File: src/rtl/mode_encoder.sv
// mode_encoder: registered one-hot / priority / round-robin encoder with valid-ready handshake
// Ports: clk; rst_n (async, active low); in_valid/in_ready/A/mode form the input handshake;
//        out_valid/out_ready/O/hit/count form the registered result handshake.
module mode_encoder #(
   parameter int N = 8,
   localparam int W = (N > 1) ? $clog2(N) : 1,
   localparam int CW = $clog2(N + 1)
) (
   input  logic          clk,
   input  logic          rst_n,
   input  logic          in_valid,
   output logic          in_ready,
   input  logic [N-1:0]  A,
   input  logic [1:0]    mode,
   output logic          out_valid,
   input  logic          out_ready,
   output logic [W-1:0]  O,
   output logic          hit,
   output logic [CW-1:0] count
);
   logic [W-1:0] ptr_q, ptr_d, o_q, o_d, hi, lo, rr;
   logic [CW-1:0] count_q, count_d;
   logic hit_q, hit_d, valid_q, valid_d, cap;
   int j;
   assign in_ready = !valid_q || out_ready;
   assign cap = in_valid && in_ready;
   always_comb begin
      count_d = '0;
      hi = '0;
      lo = '0;
      rr = '0;
      j = 0;
      for (int i = 0; i < N; i++) begin
         count_d = count_d + CW'(A[i]);
         if (A[i]) hi = W'(i);
      end
      // descending scans: the last match written is the first one in search order
      for (int i = N - 1; i >= 0; i--) begin
         if (A[i]) lo = W'(i);
         j = int'(ptr_q) + i;
         j = (j >= N) ? j - N : j;
         if (A[j]) rr = W'(j);
      end
      hit_d = (mode == 2'b00) ? (count_d == CW'(1)) : (count_d != '0);
      o_d = (mode == 2'b00) ? (hit_d ? lo : '0) :
            (mode == 2'b01) ? hi :
            (mode == 2'b10) ? lo : rr;
      ptr_d = (cap && mode == 2'b11 && hit_d) ? ((rr == W'(N - 1)) ? '0 : rr + W'(1)) : ptr_q;
      valid_d = cap ? 1'b1 : (out_ready ? 1'b0 : valid_q);
   end
   always_ff @(posedge clk or negedge rst_n) begin
      if (!rst_n) begin
         ptr_q <= '0;
         o_q <= '0;
         hit_q <= 1'b0;
         count_q <= '0;
         valid_q <= 1'b0;
      end else begin
         ptr_q <= ptr_d;
         valid_q <= valid_d;
         if (cap) begin
            o_q <= o_d;
            hit_q <= hit_d;
            count_q <= count_d;
         end
      end
   end
   assign out_valid = valid_q;
   assign O = o_q;
   assign hit = hit_q;
   assign count = count_q;
endmodule

File: config.mk
export PLATFORM = sky130hd
export DESIGN_NAME = mode_encoder
export DESIGN_NICKNAME = d
export VERILOG_FILES = /design/src/rtl/mode_encoder.sv
export SDC_FILE = /design/constraint.sdc
export NUM_CORES = 1
export LEC_CHECK = 0
export BUFFER_PORTS_ARGS = -buffer_cell sky130_fd_sc_hd__buf_2
export CORE_UTILIZATION = 59
export DETAILED_ROUTE_END_ITERATION = 16
export GPL_ROUTABILITY_DRIVEN = 0
export GPL_TIMING_DRIVEN = 0
export PLACE_DENSITY_LB_ADDON = 0.3
export RECOVER_POWER = 100
export SYNTH_ARGS = -nofsm -noshare
export SYNTH_HDL_FRONTEND = slang
export SYNTH_SLANG_ARGS = --single-unit
File: constraint.sdc
create_clock -name clk -period 4.1 [get_ports clk]
set_input_delay 0 -clock clk [delete_from_list [all_inputs] [get_ports clk]]
set_output_delay 0 -clock clk [all_outputs]
set_load 0.05 [all_outputs]
* Word-level counts from Yosys, hierarchy flattened
Cells that the tools add are included.
** Word-level totals
- Register bits after elaboration :: 12
** Operators by class
- Add/subtract/negate cells :: 23
- Order comparisons :: 16
- Eq/ne operators :: 5
- Muxes and demuxes :: 63
- Reduce and logical (&&, ||, !) cells :: 8
** Operators with widths (number)
- $lt A32 B5 Y1 const B :: 8
- $mux W32 :: 8
- $mux W3 :: 26
- $sub A4 B4 Y5 const B :: 7
- $ge A4 B4 Y1 const B :: 7
- $bmux W1 S3 :: 8
- $mux W1 :: 20
- $add A3 B3 Y4 const B :: 4
- $add A4 B1 Y4 :: 4
- $add A3 B2 Y4 const B :: 2
- $sub A3 B4 Y5 const B :: 1
- $add A3 B1 Y4 :: 1
- $add A3 B1 Y4 const B :: 1
- $eq A2 B2 Y1 const B :: 2
- $eq A4 B1 Y1 const B :: 1
- $ge A3 B4 Y1 const B :: 1
- $reduce_bool A4 Y1 :: 1
- $add A2 B1 Y3 :: 1
- $add A3 B1 Y3 const B :: 1
- $eq A3 B3 Y1 const B :: 1
- $logic_and A1 B1 Y1 :: 3
- $add A1 B1 Y2 :: 1
- $eq A2 B1 Y1 const B :: 1
- $logic_not A2 Y1 :: 1
- 4 further kinds :: 4

* Longest topological paths before layout
- Depth after elaboration :: 17
- Mapped depth :: 16

* Worst setup path after synthesis
OpenSTA, ideal clock, no wires.
- Path kind :: register to register
- From :: register ptr_q[1]
- To :: register ptr_q[2]
- Library setup time :: 0.128 ns
- Arrival :: 3.437 ns
- Setup slack :: 0.534 ns
- Cell stages (with the launch flop) :: 17
- Path buffers :: 4
- Cell sequence :: dfrtp_1 > buf_2 > buf_2 > clkinv_1 > ha_1 > buf_6 > buf_6 > mux2_1 > mux4_2 > and2_1 > o21ai_1 > a21oi_1 > or2_1 > ha_1 > o21a_1 > o21ai_0 > mux2i_1
** On the way
- Longest elaborated chain between the ends :: 16
- Elaborated cells between the ends (all ways) :: 66
- Classes of those cells :: add/sub: 16; order compare: 8; eq/ne: 1; mux: 41
** Ends and longest elaborated chain
- from (decl) :: line 21 : logic [W-1:0] ptr_q, ptr_d, o_q, o_d, hi, lo, rr;
- from (signal assigned) :: line 59 : ptr_q <= ptr_d;
- $add A3 B3 Y4 :: line 40 : j = int'(ptr_q) + i;
- $sub A4 B4 Y5 or $ge A4 B4 Y1 (tied branches) :: line 41 : j = (j >= N) ? j - N : j;
- $mux W32 :: line 41
- $bmux W1 S3 :: line 42 : if (A[j]) rr = W'(j);
- $mux W1 (implied by the code) (2 in a row) :: line 42
- $mux W3 (7 in a row) :: line 42
- $mux W3 * :: line 42
- $add A3 B1 Y3 or $eq A3 B3 Y1 (tied branches) :: line 48 : ptr_d = (cap && mode == 2'b11 && hit_d) ? ((rr == W'(N - 1)) ? '0 : rr + W'(1)) : ptr_q;
- $mux W3 * :: line 48
Every way passes the cells marked *; elsewhere a longest branch is shown, timed or not. The select of a mux whose other input is x is not followed.
A chain may end at the register's enable or synchronous reset.

* Worst setup path in the final report
Same ends and word-level chain as after synthesis.

==> flow_summary.yaml <==
clock_network:
  clk_pin_slew_ns: 0.07
  cts_tree: "done"
  clockBufferDepth: 2
  htree_levels: 1
  cts_num_sinks: 12
  cts_root_buffer: "clkbuf_4"
  numCtsBuffers: 3
  worstSkewPairLatency_ns: 0.27
timing:
  max_freq_mhz: 258
  setup_viol: 0
  layout_setup_ws_ns: 0.223
  hold_viol: 0
  finalSetupTns_ns: 0
  finClkSkew_ns: 0.00110
  post-route-period-util_pct: 94.6
  slew_headroom_pct: 57.0
  worst_pin_slew_ns: 0.642
  drv_slew: 0
  period_needed_ns: 3.88
  fin_hold_ws_ns: 0.0913
floorplan:
  core_area_mm2: 0.00303
  die_area_mm2: 0.00341
  start_util_pct: 62.0
  ios: 24
  rows: 20
  die_h_um: 58.4
  die_w_um: 58.4
drt:
  drc: 0
  drt-initial-drc-count: 87
  routed_wl_um: 4540
  drtAntennaViolNets: 0
  vias: 1776
  drt_first_pass_iters: 4
  wl_per_cell_um: 15.8
  vias_per_cell: 6.17
worst_setup_path:
  critical_path_class: "flop to flop"
  required_ns: 4.25
  worst-path-max-fanout: 10
  cp-end-kind: "flop"
  start_kind: "flop"
  cp.arrival_ns: 4.03
global_routing:
  overflow: 0
  grt_pass1_wl_um: 7260
  antenna_found_initial: 0
  first_global_vias: 1540
  globalRouteTotalUtil_pct: 28.1
  grt_start_max_net_pins: 13
run_status:
  status: "complete, no violations"
pwr:
  ir_drop_uv: 468
  leakage_nw: 0.868
  finalPower_mw: 1.54
  power.density_mw_per_mm2: 738
cells_and_area:
  antennaDiodeCount: 0
  area_delta_synth_final_pct: 11.2
  nFillCells: 253
  drive_above_1_share_pct: 20.1
  final_nets: 269
  fin_area_mm2: 0.00209
synthesis:
  synth_edf_count: 0
  synth-async-reset-ratio_pct: 100
  syn_inst: 217
  ys_ff_latch: 12
  ys_warn_count: 0
  seq_area_frac_synth_pct: 16.0
  syn_avg_cell_area_um2: 8.65
  synth_cell_types: 49
  synth_area_mm2: 0.00188
  ys.flop_type: "dfrtp_1"
  synth.net_count: 241
placed_design:
  dp_slack_ns: 0.0525
  post-dp-hpwl_um: 3530
  io_buffers: 21
  place_area_mm2: 0.00204
job:
  maxCapViolCount: 0
min_path:
  min-delay-path-class: "primary input to flop"
sequential cells by signal (all words and copies together) (netlist names):
register   flops
O              3
count          4
hit            1
out_valid      1
ptr_q          3
cell usage after synthesis (2+ instances only):
library cell	number	area share [%]
nand3_1	4	1.1
nor2_1	10	2.0
a31oi_1	4	1.3
clkbuf_1	6	1.2
buf_4	2	0.80
o21a_1	2	0.80
a221oi_1	2	0.93
xor2_1	2	0.93
a21o_1	4	1.6
nor2b_1	3	1.0
o211ai_1	5	2.0
inv_1	19	3.8
mux2_2	10	6.0
or2_1	2	0.67
mux4_2	11	13
xnor2_1	2	0.93
nand2b_1	4	1.3
dfrtp_1	12	16
buf_2	5	1.3
a21oi_1	15	4.0
a22oi_1	2	0.80
ha_1	6	4.0
fa_1	4	4.3
and2_1	2	0.67
mux2i_1	13	6.9
or4_1	2	0.80
buf_6	2	1.2
o31ai_1	3	1.2
a211oi_1	6	2.4
nand2_1	20	4.0
mux2_1	2	1.2
o21ai_0	13	3.5
a32oi_1	2	0.93
cells in the final DEF, fill, tap and decap left out, drive strengths merged, types with 3 or more instances in the layout:
cell	n
mux2	12
inv	20
mux2i	14
o211ai	5
fa	4
nand2	20
ha	6
nand3	4
a211oi	6
dfrtp	12
clkbuf	24
o31ai	4
o21ai	14
and2	3
nor2b	3
a31oi	4
a21o	4
nor2	10
a21oi	15
nand2b	4
mux4	11
buf	17
where the power goes:
group	switching, mW	internal (mW)
clock network	0.0390	0.0539
registers	0.0209	0.158
logic	0.734	0.536
timing repair:
| item | in CTS | in global routing |
|---|---|---|
| setup endpoints to repair | 0 | 1 |
| hold buffers | 2 | 0 |
| hold endpoints to repair | 13 | 0 |
| resized for setup | 0 | 4 |
| buffers inserted | 0 | 0 |
final timing paths:
kind / slack, ns / from / cells after the start / endpoint
max: 0.22 / ptr_q[1] / 16 / ptr_q[2]
min: 0.09 / out_ready / 3 / out_valid
max reg2reg: 0.22 / ptr_q[1] / 16 / ptr_q[2]
min reg2reg: 0.50 / count[2] / 2 / count[2]
max in group asynchronous: 3.45 / rst_n / 2 / ptr_q[0]
min in group asynchronous: 0.25 / rst_n / 2 / count[1]
worst max-delay path, cell delays in order, from the launching register on:
cell        delay (ns)
dfrtp_1           0.36
clkbuf_4          0.22
buf_4             0.21
clkinvlp_4        0.18
ha_1              0.33
buf_6             0.12
buf_6             0.15
mux2_1            0.34
mux4_2            0.48
a32oi_1           0.25
a211oi_1          0.12
o31ai_2           0.28
inv_1             0.07
ha_1              0.21
o21a_1            0.19
o21ai_0           0.15
mux2i_1           0.10
metrics by stage:
step | utilization (%) | cells
finish | 69.0 | 288
detailed placement | 67.3 | 282
CTS | 69.2 | 288
global route | 69.0 | 288
floorplan | - | 217
global placement | 67.3 | 282
final cells by class:
type | count | area, um^2 | share of cell area [%]
Inverter | 21 | 82.6 | 3.95
Timing Repair Buffer | 23 | 110 | 5.27
Buffer | 16 | 95.1 | 4.55
Sequential cell | 12 | 300 | 14.4
Clock buffer | 4 | 36.3 | 1.74
Multi-Input combinational cell | 168 | 1410 | 67.5
Tap cell | 44 | 55.1 | 2.64
per-layer routing:
layer  up-vias  part of all wire, %  global-route usage (%)
met4         0                 0.42                    8.50
met3         2                  5.1                    2.20
met1       856                   47                    43.2
met5         -                    0                       0
met2        63                   47                    42.4
li1        855                    -                       -
cell families (layout without fill, tap and decap cells):
family,count (synthesis),count (layout),share of synthesized area (%)
buffers and inverters,37,64,8.99
XOR/XNOR,4,4,1.87
adder cells (fa/ha/maj),10,10,8.26
multiplexers,37,37,28.5
AO/OA/AOI/OAI,66,66,23.3
AND/OR/NAND/NOR,51,51,13.1
flip-flops,12,12,16.0
Power figures use the tool's default switching activity.
